==> config.mk <==
export PLATFORM = sky130hd
export DESIGN_NAME = motion_sequencer
export DESIGN_NICKNAME = d
export VERILOG_FILES = /design/src/rtl/motion_pkg.sv /design/src/rtl/motion_tick.sv /design/src/rtl/motion_sequencer.sv
export SDC_FILE = /design/constraint.sdc
export NUM_CORES = 1
export LEC_CHECK = 0
export CORE_UTILIZATION = 52
export CTS_CLUSTER_SIZE = 28
export DETAILED_ROUTE_END_ITERATION = 8
export GPL_ROUTABILITY_DRIVEN = 0
export MAX_ROUTING_LAYER = met4
export PLACE_DENSITY = 0.84
export SYNTH_ARGS = -nofsm -noshare
export SYNTH_HDL_FRONTEND = slang
export SYNTH_SLANG_ARGS = --single-unit
==> constraint.sdc <==
create_clock -name CLK100MHZ -period 2.42 [get_ports CLK100MHZ]
set_input_delay 0.484 -clock CLK100MHZ [delete_from_list [all_inputs] [get_ports CLK100MHZ]]
set_output_delay 0.484 -clock CLK100MHZ [all_outputs]
set_load 0.005 [all_outputs]
==> src/rtl/motion_pkg.sv <==
// motion_pkg: command codes, FSM state encodings and helpers shared by the motion sequencer
package motion_pkg;
  typedef logic [2:0] cmd_t;
  typedef logic [2:0] state_t;
  typedef logic [1:0] speed_t;
  typedef struct packed {
    cmd_t   cmd;
    speed_t speed;
  } req_t;
  localparam cmd_t CMD_STOP  = 3'd0;
  localparam cmd_t CMD_FWD   = 3'd1;
  localparam cmd_t CMD_REV   = 3'd2;
  localparam cmd_t CMD_LEFT  = 3'd3;
  localparam cmd_t CMD_RIGHT = 3'd4;
  localparam state_t S_IDLE  = 3'd0;
  localparam state_t S_RAMP  = 3'd1;
  localparam state_t S_RUN   = 3'd2;
  localparam state_t S_SLOW  = 3'd3;
  localparam state_t S_DWELL = 3'd4;
  localparam state_t S_ESTOP = 3'd5;
  function automatic cmd_t norm_cmd(input cmd_t c);
    return (c > CMD_RIGHT) ? CMD_STOP : c;
  endfunction
  function automatic int max3(input int a, input int b, input int c);
    return (a > b) ? ((a > c) ? a : c) : ((b > c) ? b : c);
  endfunction
endpackage

==> src/rtl/motion_tick.sv <==
// motion_tick: loadable down-counter with clear; o_zero flags expiry for ramp and dwell timing
module motion_tick #(
  parameter int W = 8
) (
  input  logic         i_clk,
  input  logic         i_rst,
  input  logic         i_clr,
  input  logic         i_load,
  input  logic [W-1:0] i_value,
  output logic         o_zero
);
  logic [W-1:0] r_cnt;
  always_ff @(posedge i_clk) begin
    if (i_rst || i_clr) r_cnt <= '0;
    else if (i_load) r_cnt <= i_value;
    else if (r_cnt != '0) r_cnt <= r_cnt - 1'b1;
  end
  assign o_zero = (r_cnt == '0);
endmodule

==> src/rtl/motion_sequencer.sv <==
// motion_sequencer: arbitrates manual/auto drive requests, ramps speed and enforces stop-and-dwell.
// Optional autonomous refresh watchdog enabled by defining MOTION_WATCHDOG_EN.
module motion_sequencer
  import motion_pkg::*;
#(
  parameter int RAMP_TICKS  = 5_000_000,
  parameter int DWELL_TICKS = 10_000_000,
  parameter int WDOG_TICKS  = 50_000_000
) (
  input  logic       CLK100MHZ,
  input  logic       reset,
  input  logic       estop,
  input  logic       man_req,
  input  logic [2:0] man_cmd,
  input  logic [1:0] man_speed,
  output logic       man_ack,
  input  logic       auto_req,
  input  logic [2:0] auto_cmd,
  input  logic [1:0] auto_speed,
  output logic       auto_ack,
  output logic [2:0] movementCommand,
  output logic [1:0] curSpeed,
  output logic [1:0] speedChange,
  output logic       busy,
  output logic       wdog_trip
);
  localparam int TW = $clog2(max3(RAMP_TICKS, DWELL_TICKS, WDOG_TICKS)) + 1;
  localparam logic [TW-1:0] RAMP_LD  = TW'(RAMP_TICKS - 1);
  localparam logic [TW-1:0] DWELL_LD = TW'(DWELL_TICKS - 1);
  state_t r_state, w_state;
  cmd_t r_cmd, w_cmd;
  speed_t r_speed, w_speed, r_tgt, w_tgt, w_step;
  req_t r_pend, w_pend, w_req;
  logic [1:0] r_sc, w_sc;
  logic r_man_ack, r_auto_ack, r_busy, r_man_armed, r_auto_armed;
  logic w_man_v, w_auto_v, w_acc, w_man_ack, w_auto_ack, w_go, w_pend_go;
  logic w_load, w_tick, w_trip;
  logic [TW-1:0] w_load_val;
  assign w_man_v    = man_req & r_man_armed;
  assign w_auto_v   = auto_req & r_auto_armed;
  assign w_acc      = !estop && !w_trip && (r_state == S_IDLE || r_state == S_RUN) && (w_man_v || w_auto_v);
  assign w_man_ack  = w_acc & w_man_v;
  assign w_auto_ack = w_acc & !w_man_v;
  assign w_req      = w_man_v ? {norm_cmd(man_cmd), man_speed} : {norm_cmd(auto_cmd), auto_speed};
  assign w_go       = (w_req.cmd != CMD_STOP) && (w_req.speed != 2'd0);
  assign w_pend_go  = (r_pend.cmd != CMD_STOP) && (r_pend.speed != 2'd0);
  assign w_step     = (r_speed < r_tgt) ? r_speed + 2'd1 : r_speed - 2'd1;
  motion_tick #(.W(TW)) u_tick (
    .i_clk  (CLK100MHZ),
    .i_rst  (reset),
    .i_clr  (estop),
    .i_load (w_load),
    .i_value(w_load_val),
    .o_zero (w_tick)
  );
  always_comb begin
    w_state    = r_state;
    w_cmd      = r_cmd;
    w_speed    = r_speed;
    w_tgt      = r_tgt;
    w_pend     = r_pend;
    w_sc       = 2'b00;
    w_load     = 1'b0;
    w_load_val = RAMP_LD;
    if (estop) begin
      w_state = S_ESTOP;
      w_cmd   = CMD_STOP;
      w_speed = 2'd0;
      w_tgt   = 2'd0;
      w_pend  = '0;
      w_sc    = 2'b11;
    end else if (w_trip) begin
      w_state = S_SLOW;
      w_pend  = '0;
      w_load  = 1'b1;
    end else begin
      case (r_state)
        S_IDLE: if (w_acc && w_go) begin
          w_cmd   = w_req.cmd;
          w_tgt   = w_req.speed;
          w_state = S_RAMP;
          w_load  = 1'b1;
        end
        S_RAMP: if (r_speed == r_tgt) w_state = S_RUN;
        else if (w_tick) begin
          w_speed = w_step;
          w_load  = 1'b1;
          w_state = (w_step == r_tgt) ? S_RUN : S_RAMP;
        end
        S_RUN: if (w_acc) begin
          if (w_go && w_req.cmd == r_cmd) begin
            w_tgt   = w_req.speed;
            w_state = (w_req.speed != r_speed) ? S_RAMP : S_RUN;
            w_load  = (w_req.speed != r_speed);
          end else begin
            w_pend  = w_req;
            w_state = S_SLOW;
            w_load  = 1'b1;
          end
        end
        // reaching zero drops the direction in the same edge that enters DWELL
        S_SLOW: if (r_speed == 2'd0 || (w_tick && r_speed == 2'd1)) begin
          w_speed    = 2'd0;
          w_cmd      = CMD_STOP;
          w_state    = S_DWELL;
          w_load     = 1'b1;
          w_load_val = DWELL_LD;
        end else if (w_tick) begin
          w_speed = r_speed - 2'd1;
          w_load  = 1'b1;
        end
        S_DWELL: if (w_tick) begin
          w_pend  = '0;
          w_state = w_pend_go ? S_RAMP : S_IDLE;
          w_cmd   = w_pend_go ? r_pend.cmd : CMD_STOP;
          w_tgt   = w_pend_go ? r_pend.speed : r_tgt;
          w_load  = w_pend_go;
        end
        S_ESTOP: begin
          w_state    = S_DWELL;
          w_pend     = '0;
          w_load     = 1'b1;
          w_load_val = DWELL_LD;
        end
        default: w_state = S_IDLE;
      endcase
    end
  end
  always_ff @(posedge CLK100MHZ) begin
    if (reset) begin
      r_state      <= S_IDLE;
      r_cmd        <= CMD_STOP;
      r_speed      <= 2'd0;
      r_tgt        <= 2'd0;
      r_pend       <= '0;
      r_sc         <= 2'b00;
      r_man_ack    <= 1'b0;
      r_auto_ack   <= 1'b0;
      r_busy       <= 1'b0;
      r_man_armed  <= 1'b1;
      r_auto_armed <= 1'b1;
    end else begin
      r_state      <= w_state;
      r_cmd        <= w_cmd;
      r_speed      <= w_speed;
      r_tgt        <= w_tgt;
      r_pend       <= w_pend;
      r_sc         <= w_sc;
      r_man_ack    <= w_man_ack;
      r_auto_ack   <= w_auto_ack;
      r_busy       <= (w_state != S_IDLE);
      r_man_armed  <= !man_req || (r_man_armed && !w_man_ack);
      r_auto_armed <= !auto_req || (r_auto_armed && !w_auto_ack);
    end
  end
`ifdef MOTION_WATCHDOG_EN
  localparam logic [TW-1:0] WDOG_LD = TW'(WDOG_TICKS - 1);
  logic r_last_auto, r_trip, w_wdog_run;
  logic [TW-1:0] r_wdog;
  assign w_wdog_run = r_last_auto && (r_state == S_RAMP || r_state == S_RUN);
  assign w_trip     = w_wdog_run && (r_wdog == WDOG_LD);
  always_ff @(posedge CLK100MHZ) begin
    if (reset) begin
      r_last_auto <= 1'b0;
      r_wdog      <= '0;
      r_trip      <= 1'b0;
    end else begin
      r_last_auto <= w_man_ack ? 1'b0 : (w_auto_ack ? 1'b1 : r_last_auto);
      r_wdog      <= (w_auto_ack || !w_wdog_run || w_trip) ? '0 : r_wdog + 1'b1;
      r_trip      <= w_trip && !estop;
    end
  end
  assign wdog_trip = r_trip;
`else
  assign w_trip    = 1'b0;
  assign wdog_trip = 1'b0;
`endif
  assign movementCommand = r_cmd;
  assign curSpeed        = r_speed;
  assign speedChange     = r_sc;
  assign man_ack         = r_man_ack;
  assign auto_ack        = r_auto_ack;
  assign busy            = r_busy;
endmodule

==> run_results.csv, run 1 <==
group,metric,value,unit
run_status,status,"finished with violations",
run_status,violations,"setup timing",
power_and_ir_drop,power.share.clock,8.5,%
critical_path,critPathSlowestCell,"or4_4",
critical_path,crit_chain,"or4_4 -> nor4b_4 -> and4_4 -> buf_12 -> a211oi_2 -> o41ai_2 -> o2111ai_1",
cts,htree_levels,2,
cts,cts.clk_slew.worst_paths,0.09,ns
place,numPlacedInstances,453,
critical_path,crit_type,"reg2reg",
sta,fin_skew,0.00819,ns
cts,tritoncts,"built",
drt,final_antenna_net_count,0,
cells_and_area,diodes,0,
synth,synthXorXnorAreaFrac,10.1,%
synth,async_flop_share,0,%
synth,yosysSeqAreaShare,35.0,%
sta,tightest_slew,0.636,ns
power_and_ir_drop,ir_drop,0.681,mV
floorplanning,io_pins,26,
sta,finalMaxSlewViolations,0,
critical_path,crit_path_end_kind,"flip-flop",
power_and_ir_drop,p_int,3.09,mW
floorplanning,rows,26,
job,drv_cap,0,
global_routing,grt_pass1_vias,2591,
sta,min_period,2.53,ns
cells_and_area,drive_above_1_share,30.3,%
global_routing,grt_antenna_before_repair,0,
sta,slew_headroom,57.5,%
critical_path,cp_max_fo,5,
cells_and_area,synthToLayoutAreaGrowth,36.1,%
floorplanning,core-area,5110,µm²
sta,setup_viol,25,
sta,finalHoldViolCount,0,
sta,layout_setup_ws,-0.112,ns
critical_path,max_stage_delay,0.55,ns
global_routing,grt_max_degree,20,
synth,ys_ff_latch,48,
synth,synth_top_family_by_area,"simple AND/OR/NAND/NOR gates",
synth,synthMuxAreaShare,1.82,%
sta,grt_setup_unrepaired,"true",
cts,clock-sinks,48,
drt,vias,2860,
synth,synth.top_cell.area_share,35.0,%
cts,cts_root_buf,"clkbuf_8",
power_and_ir_drop,p_switching,2.42,mW
cts,hold_buffers,0,
synth,synth-compound-area-share,17.9,%
critical_path,cp-start-kind,"flip-flop",
synth,synth.largest_area_cell,"dfxtp_1",
synth,syn_inst,331,
floorplanning,die_h,74.7,µm
place,io_buffers,24,
place,dp_hpwl,5050,µm
drt,drc,0,
power_and_ir_drop,power.density,1480,nW/µm²
drt,wl_per_cell,17.0,µm
cells_and_area,final_nets,425,
drt,drt-total-wl,8040,µm
power_and_ir_drop,p_leak,1.46,nW
synth,synth-edff-count,0,
drt,dr.pass1.iters,5,
floorplanning,initial_core_util,53.7,%
power_and_ir_drop,sequentialPowerShare,22.7,%
cts,cts.path.max_buffers,2,
global_routing,grt_pass1_wl,11900,µm
synth,synth_area,2750,µm²
synth,synthTopCellsByCount,"48 x dfxtp_1, 35 x nand2_1, 33 x nor2_1",
cts,cts_buffers,5,
synth,synthTopCellsByArea,"dfxtp_1 35%, xnor2_1 6.1%, nand2_1 4.8%",
sta,fin_crit_sh,105,%
global_routing,grt_usage,29.0,%
sta,max_freq,395,MHz
synth,synth_most_common_cell,"dfxtp_1",
floorplanning,die-area,5570,µm²
synth,synthAdderAreaFrac,3.19,%
floorplanning,die_w,74.7,µm
power_and_ir_drop,pwr-share-comb,68.8,%
synth,synth_fp_nets,353,
drt,viasPerCell,6.05,
synth,synthFlopType,"dfxtp_1",
critical_path,crit_arrival,2.70,ns
synth,syn_avg_cell_area,8.29,µm²
min_path,hp-class,"reg2reg",
critical_path,cp.required,2.59,ns
cells_and_area,instances_no_fill,473,
global_routing,grt-ovfl-total,0,
drt,drt_iter0_markers,238,
synth,yosysWarnings,0,
cts,clk_latency,0.31,ns
synth,synth_cell_types,60,
synth,synth-simple-area-share,27.6,%
power_and_ir_drop,swShare,43.9,%
sta,setup_tns,-0.811,ns
## repair_timing
action	CTS	global route
endpoints found under the setup margin	37	38
gates cloned	1	1
pin swaps	12	15
gates resized for setup	27	42
setup buffers	3	8
## state kept, by name, indices dropped and copies added, names as in the netlist
signal,count
r_tgt,2
curSpeed,2
r_state,3
busy,1
movementCommand,3
speedChange,1
r_pend,5
u_tick.r_cnt,27
auto_ack,1
r_man_armed,1
r_auto_armed,1
man_ack,1
## cells by family (layout without fill, tap and decap cells)
family,Yosys count,in the layout
flops,48,48
compound gates,76,76
mux,5,5
other cells,1,1
fa+ha+maj,7,7
simple gates,140,140
xor+xnor,30,30
buf+inv,24,96
## final cells by class
cell class | count | area, µm²
clock buffer | 5 | 68.8
sequential | 48 | 966
tap | 70 | 87.6
clock inverter | 2 | 12.5
timing repair buffer | 80 | 693
fill | 329 | 1370
inverter | 9 | 33.8
multi-input combinational | 259 | 1870
## worst paths after layout
path,start,end,slack [ns],cells after the start
max,u_tick.r_cnt[5],busy,-0.11,7
min,u_tick.r_cnt[26],u_tick.r_cnt[26],0.46,2
max reg2reg,u_tick.r_cnt[5],busy,-0.11,7
min reg2reg,u_tick.r_cnt[26],u_tick.r_cnt[26],0.46,2
## power groups by stage
stage	combinational [mW]	sequential (mW)	clock, mW
finish	3.79	1.25	0.468
global route	4.06	1.27	0.502
CTS	3.09	1.21	0.470
detailed placement	2.96	1.22	0
global placement	2.89	1.20	0
floorplan	2.21	1.19	0
## cell usage in the layout, fill, tap and decap left out, drive strengths merged, types with 2 or more instances in the layout
cell	instances
a211oi	6
a21o	2
a21oi	24
a221oi	2
a31oi	4
and4b	2
buf	56
clkbuf	6
clkdlybuf4s15	3
clkdlybuf4s50	16
dfxtp	48
dlygate4sd2	3
ha	7
inv	9
mux2i	5
nand2	36
nand3	2
nand3b	3
nand4	2
nor2	33
nor2b	4
nor3	21
nor3b	3
nor4	12
o211ai	2
o21ai	19
o22ai	5
o31ai	3
or2	4
or3	5
or4	5
or4b	2
xnor2	19
xor2	10
## layer usage
layer | GRT usage, % | part of all wire, %
met1 | 33.7 | 40
met2 | 48.1 | 49
met4 | 12.6 | 4.4
met5 | - | 0
met3 | 6.43 | 6.4
## per-stage QoR
stage / instance area, µm² / util (%) / power, mW / hold WS (ns) / setup WS, ns
finish: 3730 / 73.1 / 5.51 / 0.462 / -0.112
global route: 3730 / 73.1 / 5.83 / 0.484 / -0.164
CTS: 3510 / 68.7 / 4.77 / 0.456 / -0.0126
detailed placement: 3330 / 65.2 / 4.18 / 0.444 / -0.529
global placement: 3330 / 65.2 / 4.10 / 0.439 / -0.463
floorplan: 2770 / - / 3.40 / 0.428 / -0.0352
## critical path, delay by kind of cell, from the launching register on
family | cells | cell delay (ns)
DFF | 1 | 0.33
and+or+nand+nor | 3 | 1.32
buffers and inverters | 1 | 0.12
AOI/OAI and AO/OA | 3 | 0.63
Power figures use the tool's default switching activity.
==> run 2, diff against run 1 <==
--- a/config.mk
+++ b/config.mk
@@ -5,12 +5,13 @@
 export SDC_FILE = /design/constraint.sdc
 export NUM_CORES = 1
 export LEC_CHECK = 0
-export CORE_UTILIZATION = 52
+export CORE_UTILIZATION = 54
+export CTS_BUF_LIST = sky130_fd_sc_hd__clkbuf_2 sky130_fd_sc_hd__clkbuf_4 sky130_fd_sc_hd__clkbuf_8
 export CTS_CLUSTER_SIZE = 28
 export DETAILED_ROUTE_END_ITERATION = 8
 export GPL_ROUTABILITY_DRIVEN = 0
 export MAX_ROUTING_LAYER = met4
-export PLACE_DENSITY = 0.84
+export PLACE_DENSITY = 0.87
 export SYNTH_ARGS = -nofsm -noshare
 export SYNTH_HDL_FRONTEND = slang
 export SYNTH_SLANG_ARGS = --single-unit
==> run 2 against run 1 <==
  * Sequential power fell by 4%
  * Total power increased by 2.4%
  * Clock skew up 0.0090 ns
  * Fmax fell by 1.6%
  * The run still ends with setup timing left
  * Cell count increased by 1.1%
==> run_results.csv, run 2 (synthesized netlist as in run 1, its figures left out) <==
group,metric,value,unit
global_routing,grt_pass1_wl,12100,µm
drt,dr.pass1.iters,5,
sta,whs,0.496,ns
cells_and_area,seqCellArea,962,µm²
cells_and_area,synthToLayoutAreaGrowth,37.7,%
global_routing,grt_pass1_vias,2707,
drt,drt_iter0_markers,330,
job,drv_cap,0,
place,placed_area,3360,µm²
power_and_ir_drop,power.density,1490,nW/µm²
cts,cts_root_buf,"clkbuf_8",
floorplanning,die_w,73.3,µm
drt,vias,2968,
cells_and_area,top_register,"u_tick.r_cnt",
place,place_ws,-0.667,ns
floorplanning,die_h,73.3,µm
power_and_ir_drop,p_total,5.65,mW
critical_path,max_stage_delay,0.56,ns
global_routing,grt_use_met3,4.39,%
cts,clock-sinks,48,
cells_and_area,drive_above_1_share,32.8,%
place,io_buffers,24,
sta,max_freq,388,MHz
critical_path,crit_arrival,2.74,ns
critical_path,crit_chain,"or4_4 -> nor4b_4 -> and4_4 -> buf_4 -> a211oi_2 -> o41ai_4 -> o2111ai_1",
sta,fin_crit_sh,106,%
power_and_ir_drop,p_leak,1.48,nW
global_routing,grt_antenna_before_repair,0,
place,dp_hpwl,5160,µm
critical_path,crit_path_end_kind,"flip-flop",
floorplanning,initial_core_util,57.0,%
critical_path,cp-start-kind,"flip-flop",
cells_and_area,multi_input_area,1900,µm²
cts,cts_buffers,5,
critical_path,cp_max_fo,4,
cells_and_area,layout_common_cells,"58 x buf_4, 47 x dfxtp_1, 32 x nor2_1, 32 x nand2_1, 19 x xnor2_1",
critical_path,reg2reg_depth,7,
min_path,hp-class,"reg2reg",
critical_path,critPathSlowestCell,"or4_4",
cells_and_area,largestRegisters,"u_tick.r_cnt: 27 flops, r_pend: 5 flops",
cts,tritoncts,"built",
drt,final_antenna_net_count,0,
drt,wl_per_cell,18.1,µm
min_path,min_to,"u_tick.r_cnt[26]",
sta,setup_tns,-1.53,ns
min_path,hold_depth,2,
run_status,violations,"setup timing",
sta,finalMaxSlewViolations,0,
cts,htree_levels,2,
critical_path,r2r_setup_slack,-0.15,ns
cts,cts.path.max_buffers,2,
sta,fin_skew,0.0172,ns
cells_and_area,fillCellCount,325,
cells_and_area,largest_register_ffs,27,
floorplanning,io_pins,26,
global_routing,use_met1,35.0,%
sta,tightest_slew,0.622,ns
sta,layout_setup_ws,-0.155,ns
critical_path,critPathTopFamily,"simple AND/OR/NAND/NOR gates",
sta,grt_setup_unrepaired,"true",
critical_path,cp.required,2.59,ns
critical_path,r2r-end,"busy",
cts,hold_buffers,0,
cts,clk_latency,0.31,ns
cells_and_area,final_nets,432,
cells_and_area,final_area,3780,µm²
global_routing,grt.busiest_layer,"met2",
run_status,status,"finished with violations",
global_routing,use_met2,53.4,%
sta,setup_viol,28,
cells_and_area,diodes,0,
floorplanning,rows,25,
global_routing,grt-ovfl-total,0,
critical_path,path_buf_inv,1,
global_routing,grt_max_degree,20,
global_routing,grt_usage,30.4,%
sta,min_period,2.57,ns
min_path,holdCritStartpoint,"u_tick.r_cnt[26]",
critical_path,rr_startpoint,"u_tick.r_cnt[8]",
drt,drc,0,
floorplanning,die-area,5370,µm²
floorplanning,core-area,4820,µm²
drt,viasPerCell,6.21,
power_and_ir_drop,ir_drop,0.804,mV
cells_and_area,mostFrequentLayoutCell,"buf_4",
sta,finalHoldViolCount,0,
sta,slew_headroom,58.4,%
cts,cts.clk_slew.worst_paths,0.10,ns
critical_path,crit_type,"reg2reg",
drt,drt-total-wl,8630,µm
run 2: cell count changes in the layout (fill, tap and decap cells not counted), sizes merged:
| cell | change |
|---|---|
| buf | +8 |
| and4 | +1 |
| clkinv | -1 |
| dlygate4sd2 | +1 |
| dlymetal6s2s | -1 |
| clkdlybuf4s15 | -1 |
| clkinvlp | +1 |
run 2: timing repair:
item,4_1_cts,5_1_grt
endpoints found under the setup margin,41,36
resized for setup,37,34
cloned,2,1
pin swaps,13,12
setup buffers,7,6
run 2: worst max path at each step:
| stage | from | end | slack [ns] | cells past startpoint |
|---|---|---|---|---|
| after global routing | u_tick.r_cnt[8] | busy | -0.19 | 8 |
| after detailed placement | man_req | busy | -0.67 | 9 |
| after global placement | man_req | movementCommand[2] | -0.51 | 10 |
| final | u_tick.r_cnt[8] | busy | -0.15 | 7 |
| after CTS | auto_speed[0] | u_tick.r_cnt[20] | 0.006 | 8 |
| after floorplan | man_cmd[2] | u_tick.r_cnt[12] | -0.04 | 8 |
run 2: stage by stage:
step / instances / utilization (%)
after detailed placement: 454 / 69.7
after global placement: 454 / 69.7
after global routing: 478 / 78.5
after CTS: 471 / 74.9
after floorplan: 331 / -
final: 478 / 78.5
run 2: layout make-up:
| type | count | area share, % |
|---|---|---|
| repair buffers | 86 | 18.7 |
| inverters | 9 | 0.893 |
| well taps | 67 | 2.22 |
| clock buffers | 6 | 2.18 |
| clock inverters | 2 | 0.397 |
| flip-flops and latches | 48 | 25.4 |
| multi-input cells | 260 | 50.2 |
run 2: where the power goes:
part | switching, mW | leakage (nW) | internal (mW) | total [mW]
clock network | 0.284 | 0.0434 | 0.232 | 0.516
registers | 0.191 | 0.391 | 1.01 | 1.20
logic | 2.05 | 1.05 | 1.88 | 3.93
total | 2.53 | 1.48 | 3.12 | 5.65
run 2: worst reg2reg max path: stages, from the launching register on:
cell and delay, ns:
dfxtp_1 0.33, or4_4 0.56, nor4b_4 0.41, and4_4 0.32, buf_4 0.11, a211oi_2 0.10
o41ai_4 0.41, o2111ai_1 0.18
run 2: metal layers:
metal	up-vias	wire length, µm
li1	1351	-
met1	1395	3440
met2	185	4360
met3	37	612
met4	0	218
met5	-	0
==> run 3, diff against run 2 <==
--- a/config.mk
+++ b/config.mk
@@ -10,8 +10,10 @@
 export CTS_CLUSTER_SIZE = 28
 export DETAILED_ROUTE_END_ITERATION = 8
 export GPL_ROUTABILITY_DRIVEN = 0
+export HOLD_SLACK_MARGIN = 0.12
 export MAX_ROUTING_LAYER = met4
 export PLACE_DENSITY = 0.87
+export SETUP_SLACK_MARGIN = 0.2
 export SYNTH_ARGS = -nofsm -noshare
 export SYNTH_HDL_FRONTEND = slang
 export SYNTH_SLANG_ARGS = --single-unit
==> run 3 against run 2 <==
  * The run still ends with setup timing left
  * Cell count up 0.84%
  * Register-to-register slack gained 0.06 ns
  * Total power is 17% higher
  * Non-clock buffer count grew 4
  * Clock-buffer cell count did not move
  * Global-route usage grew 6.0 points
  * Via count increased by 12%
  * Critical endpoint is now u_tick.r_cnt[18]
  * Largest cell class unchanged
  * Largest power group unchanged
==> run_results.csv, run 3 (synthesized netlist as in run 1, its figures left out) <==
group,metric,value,unit
run_status,status,"finished with violations",
run_status,violations,"setup timing",
place,io_buffers,24,
global_routing,grt_antenna_before_repair,0,
cts,cts_root_buf,"clkbuf_8",
critical_path,crit_type,"reg2reg",
sta,fin_crit_sh,104,%
power_and_ir_drop,power.density,1640,nW/µm²
global_routing,grt_max_degree,20,
place,numPlacedInstances,454,
critical_path,crit_arrival,2.78,ns
sta,tightest_slew,0.743,ns
floorplanning,die_w,73.3,µm
power_and_ir_drop,p_leak,1.57,nW
cells_and_area,layout_common_cells,"57 x buf_4, 43 x dfxtp_1, 31 x nand2_1, 29 x nor2_1, 19 x xnor2_1",
cts,tritoncts,"built",
drt,viasPerCell,6.88,
global_routing,grt_pass1_wl,14400,µm
floorplanning,die_h,73.3,µm
cells_and_area,diodes,0,
floorplanning,die-area,5370,µm²
global_routing,grt_usage,36.4,%
sta,grt_setup_unrepaired,"true",
drt,drt-total-wl,11300,µm
drt,drt_iter0_markers,641,
cells_and_area,final_nets,436,
cells_and_area,largest_register_ffs,27,
power_and_ir_drop,ir_drop,0.943,mV
sta,finalMaxSlewViolations,0,
cells_and_area,largestRegisters,"u_tick.r_cnt: 27 flops, r_pend: 5 flops",
sta,slew_headroom,50.3,%
cells_and_area,mostFrequentLayoutCell,"buf_4",
cells_and_area,synthToLayoutAreaGrowth,46.4,%
job,drv_cap,0,
global_routing,grt-ovfl-total,0,
global_routing,grt_pass1_vias,3009,
sta,min_period,2.52,ns
cells_and_area,instances_no_fill,482,
drt,wl_per_cell,23.4,µm
cts,clk_latency,0.34,ns
sta,max_freq,397,MHz
cts,cts.path.max_buffers,2,
cts,cts_buffers,5,
drt,dr.pass1.iters,8,
sta,setup_tns,-1.36,ns
cells_and_area,drive_above_1_share,39.3,%
cells_and_area,final_util,83.4,%
floorplanning,core-area,4820,µm²
sta,setup_viol,29,
sta,finalHoldViolCount,0,
min_path,hold_depth,2,
cts,htree_levels,2,
drt,final_antenna_net_count,0,
place,dp_hpwl,5320,µm
floorplanning,initial_core_util,57.0,%
drt,drc,0,
drt,vias,3314,
min_path,hp-class,"reg2reg",
cts,clock-sinks,48,
cells_and_area,top_register,"u_tick.r_cnt",
critical_path,crit_path_end_kind,"flip-flop",
sta,fin_skew,0.0182,ns
critical_path,cp_max_fo,7,
sta,layout_setup_ws,-0.0984,ns
critical_path,cp-start-kind,"flip-flop",
critical_path,reg2reg_depth,8,
floorplanning,io_pins,26,
cts,cts.clk_slew.worst_paths,0.10,ns
critical_path,cp.required,2.68,ns
floorplanning,rows,25,
## run 3: worst paths after layout
kind                          from                to  slack [ns]
setup / recovery   u_tick.r_cnt[2]  u_tick.r_cnt[18]        -0.1
hold / removal    u_tick.r_cnt[26]  u_tick.r_cnt[26]        0.46
setup reg to reg   u_tick.r_cnt[2]  u_tick.r_cnt[18]        -0.1
hold reg to reg   u_tick.r_cnt[26]  u_tick.r_cnt[26]        0.46
## run 3: layout make-up
| type | count | area [µm²] |
|---|---|---|
| repair buffers | 90 | 752 |
| clock inverters | 2 | 38.8 |
| fillers | 257 | 798 |
| clock buffers | 6 | 82.6 |
| flip-flops and latches | 48 | 970 |
| multi-input cells | 260 | 2060 |
| inverters | 9 | 33.8 |
| well taps | 67 | 83.8 |
## run 3: routing by layer
| metal | up-vias | wire [µm] | global-route usage (%) |
|---|---|---|---|
| li1 | 1354 | - | - |
| met1 | 1537 | 4090 | 42.5 |
| met2 | 296 | 4980 | 57.2 |
| met3 | 127 | 1190 | 7.00 |
| met4 | 0 | 995 | 24.1 |
| met5 | - | 0 | - |
## run 3: what timing repair did
action / CTS / global route
pin swaps: 23 / 22
hold buffers: 0 / 0
cloned: 2 / 1
endpoints found under the hold margin: 0 / 0
resized for setup: 76 / 40
setup buffers: 9 / 8
endpoints found under the setup margin: 42 / 43
## run 3: power breakdown
group	internal, mW	switching [mW]
logic	2.19	2.50
clock network	0.338	0.302
registers	1.02	0.242
total	3.54	3.05
## run 3: metrics by stage
stage	worst slack [ns]	instance area, µm²	power [mW]	hold slack, ns
2_1_floorplan	-0.0352	2800	3.44	0.428
3_3_place_gp	-0.480	3380	4.19	0.438
3_5_place_dp	-0.643	3380	4.32	0.440
4_1_cts	0.00772	3770	5.64	0.454
5_1_grt	-0.267	4020	6.81	0.469
6_report	-0.0984	4020	6.59	0.464
## run 3: worst max-delay path, cell delays in order (launching register included)
cell      delay [ns]
dfxtp_2         0.34
or4_4           0.56
nor4b_4         0.37
and4_4          0.32
o21ai_2         0.08
a221oi_2        0.34
nor3_4          0.10
buf_6           0.17
o22ai_2         0.17
